`config.mk`:
```
export PLATFORM = sky130hd
export DESIGN_NAME = mmio_responder
export DESIGN_NICKNAME = d
export VERILOG_FILES = /design/src/rtl/mmio_responder.sv
export SDC_FILE = /design/constraint.sdc
export NUM_CORES = 1
export LEC_CHECK = 0
export CORE_MARGIN = 4
export CORE_UTILIZATION = 30
export CTS_BUF_LIST = sky130_fd_sc_hd__clkbuf_4
export DETAILED_ROUTE_END_ITERATION = 10
export PLACE_DENSITY = 0.58
export REMOVE_ABC_BUFFERS = 1
export SYNTH_ARGS = -nofsm -noshare
export SYNTH_HDL_FRONTEND = slang
export SYNTH_SLANG_ARGS = --single-unit
```
`constraint.sdc`:
```
create_clock -name clk -period 5.5 [get_ports clk]
set_input_delay 1.1 -clock clk [delete_from_list [all_inputs] [get_ports clk]]
set_output_delay 1.1 -clock clk [all_outputs]
set_load 0.02 [all_outputs]
```
`src/rtl/mmio_responder.sv`:
```
// rtl/mmio_responder.sv - CPU MMIO responder: UART RX FIFO, TX holding register, cycle/instruction counters
module mmio_responder #(
    parameter int          RX_FIFO_DEPTH = 8,
    parameter logic [31:0] IO_BASE       = 32'h8000_0000
) (
    input  logic        clk,
    input  logic        rst,
    input  logic        req_en,
    input  logic [3:0]  req_we,
    input  logic [31:0] req_addr,
    input  logic [31:0] req_wdata,
    output logic [31:0] rdata,
    input  logic        inst_retired,
    input  logic [7:0]  uart_rx_data_out,
    input  logic        uart_rx_data_out_valid,
    output logic        uart_rx_data_out_ready,
    output logic [7:0]  uart_tx_data_in,
    output logic        uart_tx_data_in_valid,
    input  logic        uart_tx_data_in_ready
);

    localparam int               PTR_W     = $clog2(RX_FIFO_DEPTH);
    localparam logic [PTR_W:0]   DEPTH_CNT = (PTR_W + 1)'(RX_FIFO_DEPTH);

    localparam logic [7:0] OFF_STATUS = 8'h00;
    localparam logic [7:0] OFF_RX     = 8'h04;
    localparam logic [7:0] OFF_TX     = 8'h08;
    localparam logic [7:0] OFF_CYC    = 8'h10;
    localparam logic [7:0] OFF_INST   = 8'h14;
    localparam logic [7:0] OFF_CRST   = 8'h18;

    logic [7:0]       fifo_q [RX_FIFO_DEPTH];
    logic [7:0]       fifo_d [RX_FIFO_DEPTH];
    logic [PTR_W-1:0] rd_ptr_q, rd_ptr_d;
    logic [PTR_W-1:0] wr_ptr_q, wr_ptr_d;
    logic [PTR_W:0]   count_q, count_d;
    logic             tx_valid_q, tx_valid_d;
    logic [7:0]       tx_data_q, tx_data_d;
    logic [31:0]      cyc_q, cyc_d;
    logic [31:0]      inst_q, inst_d;
    logic [31:0]      rdata_q, rdata_d;

    logic        in_window;
    logic        is_load;
    logic        is_store;
    logic [7:0]  offset;
    logic        fifo_full;
    logic        fifo_empty;
    logic        push;
    logic        pop;
    logic        tx_accept;
    logic        tx_done;
    logic        cnt_clear;
    logic [31:0] load_val;

    // Request decode and handshake qualification
    always_comb begin
        in_window  = (req_addr[31:8] == IO_BASE[31:8]);
        offset     = {req_addr[7:2], 2'b00};
        is_load    = req_en && in_window && (req_we == 4'b0000);
        is_store   = req_en && in_window && (req_we != 4'b0000);
        fifo_full  = (count_q == DEPTH_CNT);
        fifo_empty = (count_q == '0);
        push       = uart_rx_data_out_valid && !fifo_full;
        pop        = is_load && (offset == OFF_RX) && !fifo_empty;
        tx_done    = tx_valid_q && uart_tx_data_in_ready;
        // Only an empty holding register can accept; a store during the handshake cycle is dropped
        tx_accept  = is_store && (offset == OFF_TX) && !tx_valid_q;
        cnt_clear  = is_store && (offset == OFF_CRST);
    end

    // Load data mux: reads see the state before this cycle's updates
    always_comb begin
        load_val = 32'h0;
        case (offset)
            OFF_STATUS: load_val = {30'h0, !fifo_empty, !tx_valid_q};
            OFF_RX:     load_val = fifo_empty ? 32'h0 : {24'h0, fifo_q[rd_ptr_q]};
            OFF_CYC:    load_val = cyc_q;
            OFF_INST:   load_val = inst_q;
            default:    load_val = 32'h0;
        endcase
    end

    // Next-state computation for FIFO, TX holding register, counters and read data
    always_comb begin
        fifo_d     = fifo_q;
        rd_ptr_d   = rd_ptr_q;
        wr_ptr_d   = wr_ptr_q;
        count_d    = count_q;
        tx_valid_d = tx_valid_q;
        tx_data_d  = tx_data_q;
        rdata_d    = rdata_q;

        if (push) begin
            fifo_d[wr_ptr_q] = uart_rx_data_out;
            wr_ptr_d         = wr_ptr_q + 1'b1;
        end
        if (pop) begin
            rd_ptr_d = rd_ptr_q + 1'b1;
        end
        case ({push, pop})
            2'b10:   count_d = count_q + 1'b1;
            2'b01:   count_d = count_q - 1'b1;
            default: count_d = count_q;
        endcase

        if (tx_done) begin
            tx_valid_d = 1'b0;
        end
        if (tx_accept) begin
            tx_valid_d = 1'b1;
            tx_data_d  = req_wdata[7:0];
        end

        if (is_load) begin
            rdata_d = load_val;
        end

        if (cnt_clear) begin
            cyc_d  = 32'h0;
            inst_d = 32'h0;
        end else begin
            cyc_d  = cyc_q + 32'd1;
            inst_d = inst_q + {31'h0, inst_retired};
        end
    end

    // Control and datapath registers with synchronous reset
    always_ff @(posedge clk) begin
        if (rst) begin
            rd_ptr_q   <= '0;
            wr_ptr_q   <= '0;
            count_q    <= '0;
            tx_valid_q <= 1'b0;
            tx_data_q  <= 8'h0;
            cyc_q      <= 32'h0;
            inst_q     <= 32'h0;
            rdata_q    <= 32'h0;
        end else begin
            rd_ptr_q   <= rd_ptr_d;
            wr_ptr_q   <= wr_ptr_d;
            count_q    <= count_d;
            tx_valid_q <= tx_valid_d;
            tx_data_q  <= tx_data_d;
            cyc_q      <= cyc_d;
            inst_q     <= inst_d;
            rdata_q    <= rdata_d;
        end
    end

    // FIFO storage needs no reset; occupancy is tracked by count/pointers
    always_ff @(posedge clk) begin
        fifo_q <= fifo_d;
    end

    assign rdata                  = rdata_q;
    assign uart_rx_data_out_ready = !fifo_full;
    assign uart_tx_data_in        = tx_data_q;
    assign uart_tx_data_in_valid  = tx_valid_q;

endmodule

```
==> metrics <==
largest net degree at the start of global routing 53; Setup Skew 0.0190 ns; area grow syn2layout 20.2%; Mapped Avg Cell Area 10.5 um2; vias in the first global route around 5300; FP Rows 58; storage element area 4220 um2; CP Launch Type input port; Arrival @ worst endpoint between 4 and 5 ns; GRT Total Usage 0.124; GRT overflow 0; post-route setup slack about 1.9 ns; setup TNS 0 ns; max-cap viol count 0; status complete, no violations; Synth Warn # 0; CP Capture Type register; FMAX 275 MHz; Hold WC Path Type reg2reg; Detailed Route WL 17.3 mm; mapped cell area 7770 um2; reg2reg setup slack 2.66 ns; Final Hold Vio Count 0; drt wl/cell between 10 and 15 um; Setup crit end count_q[3]; Pre-antenna DRT Iters 4; actual slew at the worst max-slew pin 1.13 ns; initial DRC count 335; synth unique cells 42; RR Startpoint count_q[0]; post-DP HPWL 11.6 mm; RSZ-0062 raised after global routing false; # hold bufs at CTS 0; VDD IR-drop max 177 uV; Leak 0.00303 uW; FF-to-FF End count_q[3]; # H-tree levels 4; setup bufs post-CTS 0; EDFF count, synth 64; die area 28600 um2; # clock sinks around 180; CTS root buffer clkbuf_4; initial antenna violation count 1; final-layout fill cell count between 2000 and 3000; starting density of the core 0.307; CP max FO 14; final net count 913; area of the multi-input gates approximately 3300 um2; Synth Register Bits 179; Critical Path RT 6.04 ns; Relative slew margins 0.238; CORE AREA 25300 um2; Syn Inst Count 738; number of buffers created by CTS 17; final period utilization 0.661; share of cells above drive strength 1 0.0898; DR vias 5471; Post-CTS Resized 0; Setup crit start req_addr[3]; worst setup path class in2reg; ys flop type dfxtp_1; Final Critical Period 3.64 ns; Post-synth ARST share 0; Chip Width 169 um; Power Dens Cells 244 nW/um2; IO Pins 124; vias per cell 4.69; setup violators final 0; Final ANT Viol Nets 0; post-synthesis sequential area ratio 0.543; Max Slew Vio Count 0; Final Wtd Congestion 0.724; DRC 0; worst r2r path cells 11; die height 169 um; number of port buffers 97; first-pass GRT wire length 28.2 mm; DP Worst Slack 1.21 ns; CTS tree built; worst-skew pair later-pin latency 0.60 ns; clock slew at reported path FFs 0.17 ns; CTS max path bufs 2
-- per-stage QoR --
stage	util	instances	power, uW	hold WS, ns	cell area (um2)
finish	0.369	1166	2280	0.461	9340
CTS	0.369	1165	2310	0.464	9340
global route	0.369	1166	2390	0.486	9340
floorplan	-	699	1470	0.430	7590
detailed placement	0.357	1133	1550	0.445	9050
global placement	0.357	1133	1550	0.438	9050
-- layout make-up --
class	instances	share of cell area
inverters	14	0.00562
multi-input cells	506	0.358
clock buffers	17	0.0137
diodes	1	0.000268
clock inverters	15	0.0178
repair buffers	104	0.108
well taps	330	0.0442
flip-flops and latches	179	0.452
-- kinds of logic after synthesis --
kind of cell,count (synthesis),share of synthesized area
AND/OR/NAND/NOR,319,0.198
flip-flops,179,0.543
XOR/XNOR,64,0.0721
AO/OA/AOI/OAI,58,0.0431
multiplexers,56,0.0979
buffers and inverters,53,0.0301
adder cells (fa/ha/maj),9,0.0155
-- cells in the final DEF, fill, tap and decap left out, drive strengths merged, types with 16 or more instances in the layout --
master | synthesis | final
inv | 13 | 25
mux2i | 40 | 40
xor2 | 36 | 36
clkbuf | 21 | 17
edfxtp | 64 | 64
a21oi | 42 | 42
nand3 | 25 | 25
nor2 | 112 | 112
dfxtp | 115 | 115
xnor2 | 28 | 28
clkdlybuf4s50 | 0 | 95
nor3 | 24 | 24
or3 | 29 | 29
nand4 | 23 | 23
mux4 | 16 | 16
nand2 | 73 | 73
-- Yosys cell counts, types with 16 or more instances --
cell type / n / area share
nor3_1: 22 / 0.014
a21oi_1: 42 / 0.027
edfxtp_1: 64 / 0.25
nor2_1: 112 / 0.054
mux4_2: 16 / 0.046
nand4_1: 23 / 0.019
xnor2_1: 28 / 0.032
xor2_1: 36 / 0.041
clkbuf_1: 21 / 0.010
dfxtp_1: 115 / 0.30
mux2i_1: 40 / 0.052
or3_1: 28 / 0.023
nand3_1: 25 / 0.016
nand2_1: 73 / 0.035
-- worst max-delay path, cell delays in order --
cell	delay (ns)
clkdlybuf4s50_1	0.42
nor4_1	0.58
and3_1	0.57
and2_1	0.20
ha_1	0.19
ha_1	0.24
a21o_1	0.17
a21oi_1	0.17
xnor2_1	0.09
or3_1	0.30
a21oi_1	0.14
-- power breakdown --
part	internal (uW)	switching, uW
Clock	217	548
Combinational	60.5	59.6
Sequential	1390	9.30
Total	1670	617
-- registers in the layout, summed over array words and instances (netlist names) --
register               count
rdata                     32
cyc_q                     32
uart_tx_data_in_valid      1
wr_ptr_q                   3
fifo_q                    64
uart_tx_data_in            8
inst_q                    32
rd_ptr_q                   3
count_q                    4
-- routing by layer --
| layer | share of wire | GRT usage | up-vias |
|---|---|---|---|
| met1 | 0.46 | 0.164 | 2597 |
| li1 | - | - | 2780 |
| met2 | 0.49 | 0.207 | 74 |
| met3 | 0.040 | 0.0271 | 20 |
| met5 | 0 | 0 | - |
| met4 | 0.012 | 0.0326 | 0 |
-- how the worst min path moves through the flow --
| stage | startpoint | endpoint | slack [ns] | cells after the start |
|---|---|---|---|---|
| CTS | rdata[30] | rdata[30] | 0.46 | 2 |
| global placement | rdata[17] | rdata[17] | 0.44 | 2 |
| global route | rdata[21] | rdata[21] | 0.49 | 2 |
| floorplan | cyc_q[0] | cyc_q[0] | 0.43 | 1 |
| detailed placement | rdata[30] | rdata[30] | 0.44 | 2 |
| finish | rdata[13] | rdata[13] | 0.46 | 2 |
(Power assumes the default switching activity.)
